<file path="src/rtl/sweep_pkg.sv">
// Shared types and sizes for the truth-table sweepers.
package sweep_pkg;

   localparam int unsigned N_VARS  = 4;
   localparam int unsigned N_TERMS = 16;
   localparam int unsigned CNT_W   = 5;
   localparam int unsigned TMR_W   = 4;

   typedef logic [N_TERMS-1:0] mask_t;
   typedef logic [N_VARS-1:0]  idx_t;

   typedef enum logic [1:0] {
      IDLE   = 2'd0,
      DRIVE  = 2'd1,
      SAMPLE = 2'd2,
      FIN    = 2'd3
   } state_t;

endpackage

</file>
<file path="src/rtl/settle_timer.sv">
// Loadable down-counter; expired rises when the count reaches zero.
module settle_timer
   import sweep_pkg::*;
(
   input  logic             clk,
   input  logic             rst_n,
   input  logic             load,
   input  logic [TMR_W-1:0] load_val,
   input  logic             en,
   output logic             expired
);

   logic [TMR_W-1:0] cnt_q, cnt_d;
   logic             expired_q, expired_d;

   // Load takes priority; otherwise count down while enabled until zero.
   always_comb begin
      cnt_d     = cnt_q;
      expired_d = expired_q;
      if (load) begin
         cnt_d     = load_val;
         expired_d = (load_val == '0);
      end else if (en && (cnt_q != '0)) begin
         cnt_d     = cnt_q - TMR_W'(1);
         expired_d = (cnt_d == '0);
      end
   end

   // Counter and flag registers.
   always_ff @(posedge clk or negedge rst_n) begin
      if (!rst_n) begin
         cnt_q     <= '0;
         expired_q <= 1'b0;
      end else begin
         cnt_q     <= cnt_d;
         expired_q <= expired_d;
      end
   end

   assign expired = expired_q;

endmodule

</file>
<file path="src/rtl/maxterm_sweeper.sv">
// Walks a 4-input function through all 16 indices, captures its maxterm
// mask and compares it against an expected mask.
module maxterm_sweeper
   import sweep_pkg::*;
#(
   parameter int unsigned SETTLE = 1
)(
   input  logic             clk,
   input  logic             rst_n,
   input  logic             start,
   input  logic [15:0]      expected,
   input  logic             s,
   output logic             x,
   output logic             y,
   output logic             w,
   output logic             z,
   output logic             busy,
   output logic             done,
   output logic [15:0]      maxterms,
   output logic [4:0]       mismatch_cnt,
   output logic [3:0]       first_bad,
   output logic             pass
);

   localparam logic [TMR_W-1:0] SETTLE_LD = TMR_W'(SETTLE - 1);

   state_t           state_q, state_d;
   idx_t             idx_q, idx_d;
   mask_t            exp_q, exp_d;
   mask_t            mask_q, mask_d;
   logic [CNT_W-1:0] mm_q, mm_d;
   idx_t             fb_q, fb_d;
   logic             pass_q, pass_d;
   logic             busy_q, busy_d;
   logic             done_q, done_d;
   logic             tmr_load_c;
   logic             tmr_expired;

   settle_timer u_timer (
      .clk      (clk),
      .rst_n    (rst_n),
      .load     (tmr_load_c),
      .load_val (SETTLE_LD),
      .en       (state_q == DRIVE),
      .expired  (tmr_expired)
   );

   // Next-state and datapath updates for the sweep.
   always_comb begin
      state_d    = state_q;
      idx_d      = idx_q;
      exp_d      = exp_q;
      mask_d     = mask_q;
      mm_d       = mm_q;
      fb_d       = fb_q;
      pass_d     = pass_q;
      busy_d     = busy_q;
      done_d     = 1'b0;
      tmr_load_c = 1'b0;
      unique case (state_q)
         IDLE: begin
            if (start) begin
               state_d    = DRIVE;
               idx_d      = '0;
               exp_d      = expected;
               mask_d     = '0;
               mm_d       = '0;
               fb_d       = '0;
               pass_d     = 1'b0;
               busy_d     = 1'b1;
               tmr_load_c = 1'b1;
            end
         end
         DRIVE: begin
            if (tmr_expired) state_d = SAMPLE;
         end
         SAMPLE: begin
            mask_d[idx_q] = ~s;
            if ((~s) != exp_q[idx_q]) begin
               mm_d = mm_q + CNT_W'(1);
               if (mm_q == '0) fb_d = idx_q;
            end
            if (idx_q == idx_t'(N_TERMS - 1)) begin
               state_d = FIN;
               idx_d   = '0;
               busy_d  = 1'b0;
               done_d  = 1'b1;
               pass_d  = (mm_d == '0);
            end else begin
               state_d    = DRIVE;
               idx_d      = idx_q + idx_t'(1);
               tmr_load_c = 1'b1;
            end
         end
         FIN: begin
            state_d = IDLE;
         end
         default: state_d = IDLE;
      endcase
   end

   // State and result registers.
   always_ff @(posedge clk or negedge rst_n) begin
      if (!rst_n) begin
         state_q <= IDLE;
         idx_q   <= '0;
         exp_q   <= '0;
         mask_q  <= '0;
         mm_q    <= '0;
         fb_q    <= '0;
         pass_q  <= 1'b0;
         busy_q  <= 1'b0;
         done_q  <= 1'b0;
      end else begin
         state_q <= state_d;
         idx_q   <= idx_d;
         exp_q   <= exp_d;
         mask_q  <= mask_d;
         mm_q    <= mm_d;
         fb_q    <= fb_d;
         pass_q  <= pass_d;
         busy_q  <= busy_d;
         done_q  <= done_d;
      end
   end

   assign x            = idx_q[3];
   assign y            = idx_q[2];
   assign w            = idx_q[1];
   assign z            = idx_q[0];
   assign busy         = busy_q;
   assign done         = done_q;
   assign maxterms     = mask_q;
   assign mismatch_cnt = mm_q;
   assign first_bad    = fb_q;
   assign pass         = pass_q;

endmodule
</file>
<file path="config.mk">
export PLATFORM = sky130hd
export DESIGN_NAME = maxterm_sweeper
export DESIGN_NICKNAME = d
export VERILOG_FILES = /design/src/rtl/sweep_pkg.sv /design/src/rtl/settle_timer.sv /design/src/rtl/maxterm_sweeper.sv
export SDC_FILE = /design/constraint.sdc
export NUM_CORES = 1
export LEC_CHECK = 0
export CAP_MARGIN = 5
export CORE_MARGIN = 5
export CORE_UTILIZATION = 45
export DETAILED_ROUTE_END_ITERATION = 10
export PLACE_DENSITY_LB_ADDON = 0.3
export SLEW_MARGIN = 20
export SYNTH_ARGS = -nofsm -noshare
export SYNTH_HDL_FRONTEND = slang
export SYNTH_SLANG_ARGS = --single-unit
</file>
<file path="constraint.sdc">
create_clock -name clk -period 2.67 [get_ports clk]
set_input_delay 0.267 -clock clk [delete_from_list [all_inputs] [get_ports clk]]
set_output_delay 0.267 -clock clk [all_outputs]
set_load 0.05 [all_outputs]
</file>
==> impl_results.html <==
<table>
<tr><th>Metric</th><th>Value</th></tr>
<tr><th colspan="2">Status</th></tr>
<tr><td>Status</td><td>completed</td></tr>
<tr><th colspan="2">Route</th></tr>
<tr><td>DRC violation total after the first TritonRoute iteration</td><td>149</td></tr>
<tr><td>Routed wire length</td><td>5910 um</td></tr>
<tr><td>Average detailed-routed wire length per instance</td><td>14.8 um</td></tr>
<tr><td>Via count</td><td>2155</td></tr>
<tr><td>Avg Vias per Cell</td><td>5.41</td></tr>
<tr><td>Number of iterations in the first detailed-routing pass</td><td>4</td></tr>
<tr><td>Post-detailed-route count of antenna-violating nets</td><td>0</td></tr>
<tr><td>Post-route DRC violation count</td><td>0</td></tr>
<tr><th colspan="2">Placement</th></tr>
<tr><td>Placed cell count</td><td>389</td></tr>
<tr><td>Placer congestion estimate</td><td>0.848</td></tr>
<tr><td>Worst slack after detailed placement</td><td>0.237 ns</td></tr>
<tr><td>HPWL after detailed placement</td><td>4380 um</td></tr>
<tr><td>Number of I/O port buffers</td><td>51</td></tr>
<tr><th colspan="2">Yosys</th></tr>
<tr><td>Synth Cell Area</td><td>2690 um2</td></tr>
<tr><td>Synthesized instance count</td><td>269</td></tr>
<tr><td>Synthesized netlist net count</td><td>297</td></tr>
<tr><td>Avg Synthesized Cell Area</td><td>9.99 um2</td></tr>
<tr><td>Cell type contributing the most total cell area after synthesis</td><td>dfrtp_1</td></tr>
<tr><td>Number of warnings printed during yosys synthesis</td><td>0</td></tr>
<tr><td>Fraction of synthesized cell area taken by the top area cell type</td><td>0.512</td></tr>
<tr><td>Sequential area share after synthesis</td><td>0.512</td></tr>
<tr><td>Count of state elements after synthesis</td><td>55</td></tr>
<tr><td>Count of different cell masters after synthesis</td><td>41</td></tr>
<tr><td>Top cells by area, synth</td><td>dfrtp_1, nand2_1, ha_1, mux4_1, o21ai_0</td></tr>
<tr><th colspan="2">Global route</th></tr>
<tr><td>Initial antenna violation count</td><td>0</td></tr>
<tr><td>First-pass GRT wire length</td><td>10200 um</td></tr>
<tr><td>Vias in the first global route</td><td>2156</td></tr>
<tr><td>GR Util All Layers</td><td>0.168</td></tr>
<tr><td>Pin count of the biggest net entering global routing</td><td>24</td></tr>
<tr><td>Global route overflow</td><td>0</td></tr>
<tr><th colspan="2">Finish</th></tr>
<tr><td>Area delta synth-&gt;final</td><td>25.8%</td></tr>
<tr><td>Final non-filler cell total</td><td>398</td></tr>
<tr><td>Share of cells above drive strength 1</td><td>0.0774</td></tr>
<tr><td>Net count, final</td><td>350</td></tr>
<tr><td>Final antenna diode count</td><td>0</td></tr>
<tr><th colspan="2">CTS</th></tr>
<tr><td>Setup bufs post-CTS</td><td>0</td></tr>
<tr><td>Clock-pin transition on the worst setup and hold timing paths</td><td>0.10 ns</td></tr>
<tr><td>Clock insertion delay at the later pin of the skew report</td><td>0.31 ns</td></tr>
<tr><td>Bufs on Longest Clock Path</td><td>2</td></tr>
<tr><td>Sinks on the clock net</td><td>55</td></tr>
<tr><td>H-tree depth</td><td>2</td></tr>
<tr><td>Cts bufs inserted</td><td>5</td></tr>
<tr><td>TritonCTS clock tree</td><td>done</td></tr>
<tr><td>Root cell of the clock tree</td><td>clkbuf_8</td></tr>
<tr><th colspan="2">Timing</th></tr>
<tr><td>Total count of hold-check failures in the final report</td><td>0</td></tr>
<tr><td>Count of final setup violators</td><td>0</td></tr>
<tr><td>Slew Limit Fails</td><td>0</td></tr>
<tr><td>Final hold slack</td><td>0.383 ns</td></tr>
<tr><td>Unrepaired setup endpoints after global routing</td><td>false</td></tr>
<tr><td>Setup slack of the critical path after layout</td><td>0.233 ns</td></tr>
<tr><td>Accumulated negative setup slack</td><td>0 ns</td></tr>
<tr><td>Remaining max-slew budget at the tightest pin</td><td>0.602</td></tr>
<tr><td>FMAX</td><td>410 MHz</td></tr>
<tr><td>Worst Tran Pin Value</td><td>0.595 ns</td></tr>
<tr><td>Setup clock skew after layout</td><td>0.00919 ns</td></tr>
<tr><td>Min Clock Period, post-route</td><td>2.44 ns</td></tr>
<tr><td>Part of the cycle the worst path needs</td><td>0.913</td></tr>
<tr><th colspan="2">Floorplan</th></tr>
<tr><td>Initial Utilization</td><td>0.459</td></tr>
<tr><td>Die Span X</td><td>87.3 um</td></tr>
<tr><td>Die footprint</td><td>7620 um2</td></tr>
<tr><td>Num rows</td><td>28</td></tr>
<tr><td>Core footprint</td><td>5850 um2</td></tr>
<tr><td>Die extent in y</td><td>87.3 um</td></tr>
<tr><td>I/O pin count</td><td>52</td></tr>
<tr><th colspan="2">Run</th></tr>
<tr><td>Number of max-cap violations</td><td>0</td></tr>
<tr><th colspan="2">Worst setup path</th></tr>
<tr><td>Crit path kind</td><td>reg -&gt; reg</td></tr>
<tr><td>Required time worst endpoint</td><td>2.87 ns</td></tr>
<tr><td>Worst endpoint data arrival time</td><td>2.63 ns</td></tr>
<tr><td>Endpoint kind of the worst setup timing path</td><td>register</td></tr>
<tr><td>Maximum fanout along the worst path</td><td>9</td></tr>
<tr><td>Kind of start point of the critical path</td><td>register</td></tr>
<tr><th colspan="2">Min path</th></tr>
<tr><td>Worst min-delay path category</td><td>in -&gt; async</td></tr>
<tr><th colspan="2">Power</th></tr>
<tr><td>Static leakage</td><td>1.52 nW</td></tr>
<tr><td>Maximum ir drop on the vdd rail</td><td>0.000364 V</td></tr>
<tr><td>Ratio of total power to cell area</td><td>859 nW/um2</td></tr>
</table>
## path summary, 6_finish.rpt
path	from	to	slack, ns	depth (start not counted)
max in group asynchronous	rst_n	busy$_DFFE_PN0P_	1.65	3
worst max-delay path	idx_q[1]$_DFFE_PN0P_	pass$_DFFE_PN0P_	0.23	6
min in group clk	expected[0]	exp_q[0]$_DFFE_PN0P_	0.47	3
worst min-delay path	rst_n	maxterms[6]$_DFFE_PN0P_	0.38	2
worst min register to register	exp_q[2]$_DFFE_PN0P_	exp_q[2]$_DFFE_PN0P_	0.48	2
worst max register to register	idx_q[1]$_DFFE_PN0P_	pass$_DFFE_PN0P_	0.23	6
## sequential cells by signal, summed over array words and instances (netlist names)
signal and flops:
state_q 2, u_timer.expired 1, maxterms 16, first_bad 4, mismatch_cnt 5, done 1, u_timer.cnt_q 4, pass 1
busy 1, idx_q 4, exp_q 16
## cell usage after synthesis (all sizes together)
cell,n
nand2b,1
a21boi,1
clkinv,1
mux2i,5
nand3,9
o41ai,5
xor2,1
inv,10
nor2b,2
nor2,11
o22a,1
and3,1
a41oi,1
mux2,1
o211ai,7
a22o,2
a21oi,4
dfrtp,55
nor3,4
clkbuf,9
mux4,5
o311ai,5
o31a,1
a31oi,1
ha,8
and2,3
buf,5
o21ai,16
or3,1
o31ai,11
xnor2,5
nand2,76
nor4,1
## cells in the final DEF, fill, tap and decap left out, types with 8 or more instances in the layout
cell	count
o31ai_1	10
nand2_1	76
dfrtp_1	54
buf_4	8
clkdlybuf4s50_1	50
inv_1	10
ha_1	8
nor2_1	11
nand3_1	8
o21ai_0	15
## power breakdown
| group | switching (mW) | internal [mW] |
|---|---|---|
| combinational | 0.766 | 0.488 |
| sequential | 0.158 | 1.03 |
| clock | 0.277 | 0.184 |
| total | 1.20 | 1.70 |
## layout make-up
type	count	area, um2
tap	75	93.8
timing repair buffer	60	576
multi-input combinational	189	1210
clock buffer	6	72.6
clock inverter	2	12.5
sequential	55	1380
inverter	11	41.3
fill	510	2470
## cells by family after synthesis
logic type	count (synthesis)	synth area share
and+or+nand+nor	109	0.173
AOI/OAI and AO/OA	55	0.143
DFF	55	0.512
buffers and inverters	25	0.0382
muxes	11	0.0689
adders and majority gates	8	0.0373
xor gates and xnor gates	6	0.0265
## per-stage QoR
stage          area [um2]   util  power [mW]
3_5_place_dp         3290  0.562        2.47
6_report             3380  0.578        2.90
4_1_cts              3380  0.578        2.93
3_3_place_gp         3290  0.562        2.43
2_1_floorplan        2690      -        2.09
5_1_grt              3380  0.578        3.11
## timing repair
action,4_1_cts,5_1_grt
hold buffers,1,0
endpoints found under the hold margin,14,0
gates resized for setup,0,0
## worst max-delay path, stage by stage (launching register included)
cell	delay, ns
dfrtp_2	0.49
mux4_1	0.58
mux4_2	0.53
xnor2_4	0.23
and2_4	0.20
mux2i_1	0.21
o31ai_2	0.08
## per-layer routing
| metal | vias to the layer above | routed length [um] | GRT usage |
|---|---|---|---|
| met5 | - | 0 | 0 |
| met4 | 0 | 104 | 0.0614 |
| met3 | 8 | 332 | 0.0388 |
| met2 | 66 | 2860 | 0.271 |
| met1 | 1038 | 2610 | 0.223 |
| li1 | 1043 | - | - |
(Power assumes the default switching activity.)
